[config.mk]
export PLATFORM = sky130hd
export DESIGN_NAME = pipe_ctrl_unit
export DESIGN_NICKNAME = d
export VERILOG_FILES = /design/src/rtl/pipe_ctrl_unit.sv
export SDC_FILE = /design/constraint.sdc
export NUM_CORES = 1
export LEC_CHECK = 0
export CORE_ASPECT_RATIO = 0.75
export CORE_MARGIN = 5
export CORE_UTILIZATION = 45
export CTS_CLUSTER_SIZE = 8
export DETAILED_ROUTE_END_ITERATION = 16
export PLACE_DENSITY = 0.75
export SYNTH_ARGS = -nofsm -noshare
export SYNTH_HDL_FRONTEND = slang
export SYNTH_SLANG_ARGS = --single-unit
[constraint.sdc]
create_clock -name clk_i -period 4.85 [get_ports clk_i]
set_input_delay 0.7275 -clock clk_i [delete_from_list [all_inputs] [get_ports clk_i]]
set_output_delay 0.7275 -clock clk_i [all_outputs]
set_load 0.01 [all_outputs]
[src/rtl/pipe_ctrl_unit.sv]
// Pipelined MIPS control unit: ID decode, ID/EX, EX/MEM, MEM/WB control registers,
// load-use stall, branch flush, saturating perf counters. Option macro: CTRL_IMM_OPS_EN (ADDI/ORI).
module pipe_ctrl_unit #(
  parameter int REG_W = 5,
  parameter int CNT_W = 16
) (
  input  logic             clk_i,
  input  logic             rst_n_i,
  input  logic             id_valid_i,
  input  logic [5:0]       id_opcode_i,
  input  logic [REG_W-1:0] id_rs_i,
  input  logic [REG_W-1:0] id_rt_i,
  input  logic             mem_zero_i,
  output logic             ex_alusrc_o,
  output logic             ex_regdst_o,
  output logic [1:0]       ex_aluop_o,
  output logic             mem_branch_o,
  output logic             mem_memread_o,
  output logic             mem_memwrite_o,
  output logic             wb_regwrite_o,
  output logic             wb_memtoreg_o,
  output logic             pc_src_o,
  output logic             stall_o,
  output logic             flush_o,
  output logic             id_illegal_o,
  output logic [CNT_W-1:0] bubble_cnt_o,
  output logic [CNT_W-1:0] flush_cnt_o
);

  localparam logic [5:0] OP_R    = 6'b000000;
  localparam logic [5:0] OP_LW   = 6'b100011;
  localparam logic [5:0] OP_SW   = 6'b101011;
  localparam logic [5:0] OP_BEQ  = 6'b000100;
  localparam logic [5:0] OP_ADDI = 6'b001000;
  localparam logic [5:0] OP_ORI  = 6'b001101;
  localparam logic [CNT_W-1:0] CNT_MAX = '1;

  typedef struct packed {
    logic       alusrc;
    logic       regdst;
    logic [1:0] aluop;
    logic       branch;
    logic       memread;
    logic       memwrite;
    logic       regwrite;
    logic       memtoreg;
  } ctrl_t;

  typedef struct packed {
    logic branch;
    logic memread;
    logic memwrite;
    logic regwrite;
    logic memtoreg;
  } mem_ctrl_t;

  typedef struct packed {
    logic regwrite;
    logic memtoreg;
  } wb_ctrl_t;

  ctrl_t            dec;
  logic             uses_rt, known, hazard;
  ctrl_t            ex_q, ex_d;
  logic [REG_W-1:0] ex_rt_q, ex_rt_d;
  logic             ex_valid_q, ex_valid_d;
  mem_ctrl_t        mem_q, mem_d;
  logic             mem_valid_q, mem_valid_d;
  wb_ctrl_t         wb_q, wb_d;
  logic [CNT_W-1:0] bubble_cnt_q, bubble_cnt_d, flush_cnt_q, flush_cnt_d;

  always_comb begin
    dec     = '0;
    uses_rt = 1'b0;
    known   = 1'b1;
    case (id_opcode_i)
      OP_LW: begin
        dec.alusrc   = 1'b1;
        dec.memread  = 1'b1;
        dec.regwrite = 1'b1;
        dec.memtoreg = 1'b1;
      end
      OP_SW: begin
        dec.alusrc   = 1'b1;
        dec.memwrite = 1'b1;
        uses_rt      = 1'b1;
      end
      OP_BEQ: begin
        dec.branch = 1'b1;
        dec.aluop  = 2'b01;
        uses_rt    = 1'b1;
      end
      OP_R: begin
        dec.regdst   = 1'b1;
        dec.regwrite = 1'b1;
        dec.aluop    = 2'b10;
        uses_rt      = 1'b1;
      end
`ifdef CTRL_IMM_OPS_EN
      OP_ADDI: begin
        dec.alusrc   = 1'b1;
        dec.regwrite = 1'b1;
      end
      OP_ORI: begin
        dec.alusrc   = 1'b1;
        dec.regwrite = 1'b1;
        dec.aluop    = 2'b11;
      end
`endif
      default: known = 1'b0;
    endcase
  end

  // ex_rt==0 is deliberately not filtered: a load to $zero still stalls its consumer.
  assign hazard = ex_valid_q & ex_q.memread & id_valid_i &
                  ((ex_rt_q == id_rs_i) | (uses_rt & (ex_rt_q == id_rt_i)));
  assign pc_src_o     = mem_valid_q & mem_q.branch & mem_zero_i;
  assign flush_o      = pc_src_o;
  assign stall_o      = hazard & ~flush_o;
  assign id_illegal_o = id_valid_i & ~known;

  always_comb begin
    ex_d        = dec;
    ex_valid_d  = 1'b1;
    ex_rt_d     = id_rt_i;
    if (flush_o || stall_o || !id_valid_i) begin
      ex_d       = '0;
      ex_valid_d = 1'b0;
    end
    mem_d       = {ex_q.branch, ex_q.memread, ex_q.memwrite, ex_q.regwrite, ex_q.memtoreg};
    mem_valid_d = ex_valid_q;
    if (flush_o) begin
      mem_d       = '0;
      mem_valid_d = 1'b0;
    end
    wb_d         = {mem_q.regwrite, mem_q.memtoreg};
    bubble_cnt_d = bubble_cnt_q;
    flush_cnt_d  = flush_cnt_q;
    if (stall_o && bubble_cnt_q != CNT_MAX) bubble_cnt_d = bubble_cnt_q + CNT_W'(1);
    if (flush_o && flush_cnt_q != CNT_MAX)  flush_cnt_d  = flush_cnt_q + CNT_W'(1);
  end

  always_ff @(posedge clk_i or negedge rst_n_i) begin
    if (!rst_n_i) begin
      ex_q         <= '0;
      ex_rt_q      <= '0;
      ex_valid_q   <= 1'b0;
      mem_q        <= '0;
      mem_valid_q  <= 1'b0;
      wb_q         <= '0;
      bubble_cnt_q <= '0;
      flush_cnt_q  <= '0;
    end else begin
      ex_q         <= ex_d;
      ex_rt_q      <= ex_rt_d;
      ex_valid_q   <= ex_valid_d;
      mem_q        <= mem_d;
      mem_valid_q  <= mem_valid_d;
      wb_q         <= wb_d;
      bubble_cnt_q <= bubble_cnt_d;
      flush_cnt_q  <= flush_cnt_d;
    end
  end

  assign ex_alusrc_o    = ex_q.alusrc;
  assign ex_regdst_o    = ex_q.regdst;
  assign ex_aluop_o     = ex_q.aluop;
  assign mem_branch_o   = mem_q.branch;
  assign mem_memread_o  = mem_q.memread;
  assign mem_memwrite_o = mem_q.memwrite;
  assign wb_regwrite_o  = wb_q.regwrite;
  assign wb_memtoreg_o  = wb_q.memtoreg;
  assign bubble_cnt_o   = bubble_cnt_q;
  assign flush_cnt_o    = flush_cnt_q;

endmodule
Yosys cells after proc, flatten, opt, wreduce, memory -nomap -nowiden
Index checks and enable logic that the tools add are counted.
Widths: inputs -> output; s select.
{ "word_totals": {"ff_bits": 55, "in_bits": 20, "elab_cells": 63} }
{ "classes": {"n_reduce_logical": 10, "muxes": 13, "eq_ne": 7, "bitwise_logic": 11, "add_sub_neg": 2} }
{ "op_table": {"columns": ["op", "count"], "rows": [
  ["$add 16x1->16 const B", 2],
  ["$ne 16x16->1 const B", 2],
  ["$eq 6x6->1 const B", 2],
  ["$eq 5x5->1", 2],
  ["$mux 1", 10],
  ["$mux 9", 1],
  ["$and 1x1->1", 8],
  ["$eq 6x3->1 const B", 1],
  ["$logic_not 6->1", 1],
  ["$mux 5", 1],
  ["$pmux 2 s2", 1],
  ["$reduce_or 2->1", 2],
  ["$reduce_or 4->1", 1],
  ["$reduce_or 3->1", 1],
  ["$logic_and 1x1->1", 2],
  ["$logic_or 1x1->1", 2],
  ["$not 1->1", 2],
  ["$logic_not 1->1", 1],
  ["$or 1x1->1", 1]
]} }

Logic depth before layout (Yosys ltp)
{ "logic_depth": {"ltp_word": 10, "mapped_depth": 7, "ltp_nobuf": 7} }

Least setup slack after synthesis
No wires, ideal clock.
{ "synth_path": {"kind": "in2out", "from": "input port id_opcode_i[1]", "to": "output port stall_o", "n_path_buf": 1, "slack_ns": 2.335, "arrival_time_ns": 1.787, "path_stages": 6, "required_ns": 4.123, "cell_sequence": "nor4_1 o21bai_1 nand4_2 and2_1 buf_6 nor2_1"} }
{ "synth_via": {"elab_chain_cells": 7} }
{ "synth_rtl": {"columns": ["item", "line_no", "source"], "rows": [
  ["from (decl)", "10", "input logic [5:0] id_opcode_i,"],
  ["$eq 6x3->1 (tied with other cells)", "76", "case (id_opcode_i)"],
  ["$reduce_or 3->1 (no source line) *", null, null],
  ["$mux 1 *", "76", null],
  ["$and 1x1->1 *", "116", "((ex_rt_q == id_rs_i) | (uses_rt & (ex_rt_q == id_rt_i)));"],
  ["$or 1x1->1 *", "116", null],
  ["$and 1x1->1 *", "115", "assign hazard = ex_valid_q & ex_q.memread & id_valid_i &"],
  ["$and 1x1->1 *", "119", "assign stall_o = hazard & ~flush_o;"],
  ["to (decl)", "23", "output logic stall_o,"]
]} }
Mark *: on every way between the ends. The rest lies on a longest branch, timed or not.

Final worst setup path
{ "layout_path": {"from": "input port id_opcode_i[3]", "to": "output port stall_o"} }
Same word-level chain as after synthesis.

==> results.yml <==
power_and_ir_drop:
  seq_power_share_pct: 59.5
  power.switching_uw: 157
  internal-power_uw: 599
  pwr-share-clk_pct: 34.3
  switching_share_pct: 20.8
  comb_power_share_pct: 6.2
  irDropWorstVdd_v: 0.000142
  power_density_nw_per_um2: 240
  leakage_nw: 1.36
synthesis:
  postSynthCellCount: 207
  ys_seq_area_share_pct: 56.4
  syn_area_sq_um: 2350
  yosysTopAreaCell: "dfrtp_1"
  synth_area_leaders: "dfrtp_1 (56%), xnor2_1 (8.6%), xor2_1 (4.8%)"
  yosys_warnings: 0
  yosys.area.top_type_share_pct: 56.4
  synth_seq_cells: 53
  synth_cell_types: 42
  syn_avg_cell_area_sq_um: 11.4
  synth_nets: 229
outcome:
  outcome: "finished clean"
drt:
  wl_mm: 4.66
  antenna_left: 0
  drtIter0Drc: 100
  vias: 1715
  via_per_inst: 4.94
  wire_per_inst_um: 13.4
  dr.pass1.iters: 4
  drc_errors: 0
clock_network:
  cts_max_path_buffers: 2
  clkLatencyLatePin_ns: 0.29
  clockRootBuffer: "clkbuf_8"
  postCtsHoldBufs: 0
  cts_sinks: 53
  clk_pin_slew_ns: 0.09
  post-cts-setup-buffers: 0
  htree_levels: 2
  cts_resized: 0
  tritoncts: "yes"
  numCtsBuffers: 5
timing:
  maxSlewHeadroom_pct: 57.5
  max_freq_mhz: 274
  worst_pin_slew_ns: 0.638
  finalHoldViolCount: 0
  period_share_pct: 75.4
  setup_tns_ns: 0
  hold_slack_ns: 0.352
  period_minus_slack_ns: 3.66
  finalSetupViolations: 0
  clock_skew_ns: 0.00334
  drv_slew: 0
  rsz0062_at_grt: "false"
floorplan:
  die_w_um: 93.4
  row_count: 22
  ios: 65
  initial_core_util_pct: 47.2
  dieArea_sq_um: 6780
  coreArea_sq_um: 4980
  die_y_um: 72.6
grt:
  grt_pass1_vias: 1621
  grt_overflow: 0
  grt_util_all_layers_pct: 14.7
  grt_max_degree: 54
  antenna_found_initial: 0
  grt_first_pass_wirelength_mm: 7.87
final_layout:
  fill_cells: 418
  fin_nets: 296
  diodes: 0
  instances_no_fill: 347
  drive_gt1_share_pct: 8.36
  layout_common_cells: "clkdlybuf4s50_1 (63), dfrtp_1 (53), xnor2_1 (23), nand2_1 (16)"
  area_delta_synth_final_pct: 33.9
  final_common_cell: "clkdlybuf4s50_1"
  fin_area_sq_um: 3150
setup_path:
  crit_fanout: 6
  crit_top_cell: "clkdlybuf4s50_1"
  cp.required_ns: 4.12
  crit_slowest_cell: "clkdlybuf4s50_1"
  critPathKind: "in2out"
  cp-end-kind: "output port"
  r2r_start: "mem_branch_o"
  startpoint_type: "primary input"
  startpoint: "id_opcode_i[3]"
  cp.arrival_ns: 2.93
  critical-path-max-stage-delay_ns: 0.56
  crit_chain: "clkdlybuf4s50_1 -> nor4_1 -> o21bai_1 -> nand4_2 -> and2_1 -> nor2_1 -> clkdlybuf4s50_1"
placement:
  port_buffers: 64
  placed_cell_area_sq_um: 3050
  post-place-cells: 339
  dp_hpwl_mm: 3.56
  place.gp.congestion: 0.826
hold_path:
  hp-class: "reg2reg"
  hp-start: "mem_q[1]"
run:
  maxCapViolations: 0
-- through the flow --
step / utilization [%] / power [mW] / worst slack, ns
after floorplan: - / 0.473 / 2.34
after CTS: 63.2 / 0.769 / 1.21
after detailed placement: 61.1 / 0.507 / 1.22
after global placement: 61.1 / 0.506 / 1.29
final: 63.2 / 0.756 / 1.19
after global routing: 63.2 / 0.794 / 0.983
-- power by group through the flow --
stage / Clock [mW] / Combinational, mW / Sequential, mW
2_1_floorplan: 0 / 0.0147 / 0.459
5_1_grt: 0.291 / 0.0527 / 0.451
4_1_cts: 0.271 / 0.0482 / 0.450
3_3_place_gp: 0 / 0.0477 / 0.458
3_5_place_dp: 0 / 0.0479 / 0.459
6_report: 0.260 / 0.0470 / 0.450
-- flip-flops by register name, summed over array words and instances, names as in the netlist, 2 cells and up --
| signal | flops |
|---|---|
| bubble_cnt_o | 16 |
| ex_aluop_o | 2 |
| ex_q | 4 |
| ex_rt_q | 5 |
| flush_cnt_o | 16 |
-- worst max-delay path: cells and delay by family --
kind,cells,cell delay [ns]
AOI/OAI and AO/OA,1,0.20
buffers and inverters,2,1.03
and+or+nand+nor,4,0.97
-- cell type report --
cell class	instances	area, sq um	area share (%)
timing repair buffer	65	643	20.4
clock buffer	7	96.3	3.06
sequential	53	1330	42.1
clock inverter	1	5.00	0.159
multi-input combinational	142	960	30.5
tap	72	90.1	2.86
inverter	7	26.3	0.835
-- final timing paths --
check	cells past startpoint	to	slack (ns)
max	7	stall_o	1.19
min	0	wb_regwrite_o	0.35
max reg2reg	6	bubble_cnt_o[14]	2.56
min reg2reg	0	wb_regwrite_o	0.35
max in group asynchronous	2	bubble_cnt_o[7]	3.89
min in group asynchronous	2	flush_cnt_o[0]	0.53
-- cells by family (layout without fill, tap and decap cells) --
family | Yosys count | count (layout) | share of synthesized area (%)
mux | 2 | 2 | 0.958
compound gates | 14 | 14 | 4.85
fa+ha+maj | 2 | 2 | 1.06
simple gates | 88 | 88 | 20.6
xor+xnor | 36 | 36 | 13.4
buf+inv | 12 | 80 | 2.72
flops | 53 | 53 | 56.4
-- per-layer routing --
layer	vias up	track usage (%)	routed length (um)
li1	843	-	-
met1	824	21.9	2280
met2	46	21.1	2060
met3	2	4.74	293
met4	0	2.93	36
met5	-	0	0
-- synth_stat cells --
master / n
a31oi_1: 2
ha_1: 2
and2b_2: 1
o21ai_0: 1
o2111a_1: 1
buf_6: 1
buf_4: 3
nand4b_1: 1
o21a_1: 1
dfrtp_1: 53
a211oi_1: 1
nand2_1: 16
nor4_4: 1
o211ai_2: 1
xnor2_1: 23
a2111oi_1: 1
nor3_1: 14
nand4_1: 11
or3_2: 1
xor2_1: 13
o21bai_1: 1
or3_1: 1
and4_1: 1
and3_2: 1
and3_1: 3
o22a_1: 1
a21o_1: 1
inv_1: 7
nor2b_1: 1
mux2_2: 2
nor4_2: 1
a21bo_2: 1
nor2_1: 14
a21oi_2: 1
clkbuf_1: 1
nand3_1: 10
or2_2: 2
nand2b_1: 1
nand4_2: 1
nor4_1: 1
a21oi_1: 1
and2_1: 6
No activity file was read; power rests on OpenSTA's default activity.
==> patch 1, RTL diff (same settings) <==
Put one more register stage on the output `bubble_cnt_o`, without a reset. The value now appears one clock later. The other outputs are not delayed to match.
--- a/src/rtl/pipe_ctrl_unit.sv
+++ b/src/rtl/pipe_ctrl_unit.sv
@@ -171,5 +171,7 @@
   assign wb_regwrite_o  = wb_q.regwrite;
   assign wb_memtoreg_o  = wb_q.memtoreg;
-  assign bubble_cnt_o   = bubble_cnt_q;
+  always_ff @(posedge clk_i) begin
+    bubble_cnt_o <= bubble_cnt_q;
+  end
   assign flush_cnt_o    = flush_cnt_q;
 
Function: changed (a bounded check fails within 4 cycles, from zero or initial values and one cycle with rst_n_i low).
==> patch 1 against the original RTL <==
- worst setup slack better by 92 ps
- final area up 16%
- wire length up 9.8%
- sequential share of layout area up 3.1 points
- largest cell class unchanged
- sequential cell count up 16
- critical path depth down 1
- area after synthesis up 15%
- power up 50%
==> patch 1: results <==
group,metric,value,unit
status,outcome,"finished clean",
final_layout,fill_cells,486,
timing,fin_crit_sh,73.48,%
clocking,cts-buffers-inserted,9,
final_layout,final_layout_size_suffix_gt1_share,9.272,%
power,internal-power,0.8937,mW
detailed_routing,via_count,1888,
clocking,cts_sinks,69,
worst_setup_path,timing.rr.end,"bubble_cnt_q[14]$_DFFE_PN0P_",
final_layout,multi_input_area,1006,um^2
clocking,htreeDepth,3,
clocking,clock_latency,340,ps
power,p_seq_share,51.2,%
worst_setup_path,cp.arrival,2840,ps
placement,gp_congestion,0.7852,
final_layout,clkCellAreaFrac,6.160,%
global_route,grt_use_total,14.49,%
synth,synth_area_leaders,"dfrtp_1, dfxtp_1, xnor2_1",
power,leakage,1.566,nW
power,p_clk,0.507,mW
final_layout,seq_area_share,45.29,%
worst_setup_path,r2r-start,"ex_rt_q[1]$_DFF_PN0_",
synth,syn_nets,247,
synth,async_flop_share,76.81,%
final_layout,nMultiInputCombCells,147,
synth,synth_seq_area_share,60.87,%
detailed_routing,avgRoutedWirePerCell,13.47,um
placement,hpwl,3.775,mm
die,fp.dieArea,7678,um^2
[patch 1: changes by cell type after synthesis, sizes merged, moves of 3 or more]
cell,before,now
nand3,10,17
xnor2,23,26
and4,1,4
nor3,14,11
dfxtp,0,16
[patch 1: cells by family after synthesis]
kind of cell | count (synthesis) | share of synthesized area, %
and+or+nand+nor | 95 | 20.44
DFF | 69 | 60.87
xor gates and xnor gates | 38 | 12.30
AOI/OAI and AO/OA | 11 | 3.099
buffers and inverters | 9 | 1.943
adders and majority gates | 2 | 0.9249
muxes | 1 | 0.4163
[patch 1: worst reg2reg max path, cell delays in order (launching register included)]
cell	delay, ps
dfrtp_1	410
xnor2_1	190
nand4_1	160
nor4b_2	350
or2_1	320
nand4_1	150
xnor2_1	150
[patch 1: layer usage]
layer	GRT usage, %	wire length [um]	vias up
met2	22.45	2357	48
met5	0	0	-
met1	18.13	2328	913
met3	5.168	341	9
met4	6.548	90	0
li1	-	-	918
==> patch 2, RTL diff (same flow settings) <==
Without the edit above. The parameter `CNT_W` goes from 16 to 32.
--- a/src/rtl/pipe_ctrl_unit.sv
+++ b/src/rtl/pipe_ctrl_unit.sv
@@ -3,5 +3,5 @@
 module pipe_ctrl_unit #(
   parameter int REG_W = 5,
-  parameter int CNT_W = 16
+  parameter int CNT_W = 32
 ) (
   input  logic             clk_i,
Ports: changed (resized bubble_cnt_o and flush_cnt_o); port bits go from 65 to 97. The function was not compared with the original's and may differ.
==> patch 2 against the original RTL <==
- power up 88%
- wire length up 86%
- combinational power up 8.5%
- first-iteration DRC count up 83%
- sequential cell count up 32
- utilization down 1.4 points
- fmax up 2.3%
- sequential share of layout area down 1.2 points
- final area up 65%
- clock power rose to 2.5 times the old value
- worst setup slack better by 83 ps
- area after synthesis up 64%
- clock skew up 1.3 ps
- critical endpoint unchanged
- highest routed layer unchanged
==> patch 2: results <==
group,metric,value,unit
final_layout,final_layout_size_suffix_gt1_share,4.386,%
clocking,cts.clk_slew.worst_paths,60,ps
worst_setup_path,rrSetupSlack,2490,ps
worst_setup_path,cp.arrival,2840,ps
worst_setup_path,timing.rr.end,"bubble_cnt_o[1]$_DFFE_PN0P_",
detailed_routing,routed_wirelength,8.682,mm
synth,synth_area_leaders,"dfrtp_1, xnor2_1, xor2_1",
final_layout,final_nets,474,
timing,holdWs,351.5,ps
synth,yosys_warnings,0,
global_route,grt_pass1_vias,2883,
hold_path,holdCritStartpoint,"mem_q[1]$_DFF_PN0_",
clocking,htreeDepth,3,
hold_path,holdPathStages,0,
placement,hpwl,6.470,mm
placement,post_dp_cell_area,4921,um^2
synth,synth_seq_area_share,55.03,%
clocking,clock_latency,330,ps
status,outcome,"finished clean",
synth,syn_nets,373,
clocking,ctsResizeCount,0,
clocking,cts-root-buf,"clkbuf_16",
final_layout,fill_cells,715,
synth,yosysTopAreaCellShare,55.03,%
placement,io_buffers,96,
timing,relSlewSlack,29.73,%
detailed_routing,drtIter0Drc,183,
worst_setup_path,r2r-start,"bubble_cnt_o[0]$_DFFE_PN0P_",
worst_setup_path,path_class,"input port to output pin",
synth,synth_seq_cells,85,
power,leakage,2.298,nW
power,peakVddDrop,0.0002332,V
timing,skew,4.613,ps
final_layout,multi_input_area,1652,um^2
hold_path,min_to,"wb_regwrite_o$_DFF_PN0_",
global_route,grt_pass1_wl,14.76,mm
placement,gp_congestion,0.8396,
synth,ys_types,36,
global_route,grt_use_total,17.58,%
global_route,grt_max_degree,86,
detailed_routing,vias_per_cell,5.275,
clocking,cts-buffers-inserted,9,
power,switching_share,20.15,%
synth,synth_commonest_cells,"dfrtp_1, xnor2_1, xor2_1",
## patch 2: changes by cell type after synthesis, moves of 4 or more
cell     change
nand4_1     +17
dfrtp_1     +32
nand3_1     +16
and3_1       +8
nor3_1       +4
xnor2_1     +19
nand2_1     +12
nor2_1       +7
xor2_1      +16
## patch 2: layout make-up
cell class / count / share of cell area [%]
Inverter: 9 / 0.6501
Tap cell: 108 / 2.601
Clock buffer: 13 / 4.623
Timing Repair Buffer: 98 / 18.73
Clock inverter: 2 / 0.6742
Multi-Input combinational cell: 249 / 31.78
Sequential cell: 85 / 40.93
## patch 2: cell families after synthesis
logic type	synth area share, %
AO/OA/AOI/OAI	1.328
flip-flops	55.03
multiplexers	0.5827
XOR/XNOR	16.09
buffers and inverters	2.233
AND/OR/NAND/NOR	24.09
adder cells (fa/ha/maj)	0.6474
## patch 2: through the flow
step	total power, mW	instances	setup slack (ps)
2_1_floorplan	0.7443	351	2322
3_5_place_dp	0.7834	549	1277
6_report	1.421	564	1278
4_1_cts	1.438	564	1283
3_3_place_gp	0.7823	549	1319
5_1_grt	1.474	564	1102
## patch 2: per-layer routing
layer / vias to the layer above / track usage [%] / share of wire (%)
met5: - / 0 / 0
met4: 0 / 5.826 / 1.4
met3: 13 / 4.488 / 5.7
met2: 82 / 25.33 / 47
met1: 1455 / 25.73 / 46
li1: 1425 / - / -
## patch 2: power by group through the flow
stage	Clock, mW	Sequential [mW]	Combinational [mW]
after global placement	0	0.731	0.0516
after global routing	0.698	0.718	0.0578
final	0.652	0.718	0.0510
after floorplan	0	0.731	0.0135
after CTS	0.667	0.718	0.0527
after detailed placement	0	0.731	0.0525
## patch 2: critical path, cell delays in order
cell and delay, ps:
clkdlybuf4s50_1 490, nor4_2 360, a21oi_1 100, nand4bb_1 220
and2_1 210, inv_1 170, clkdlybuf4s50_1 570
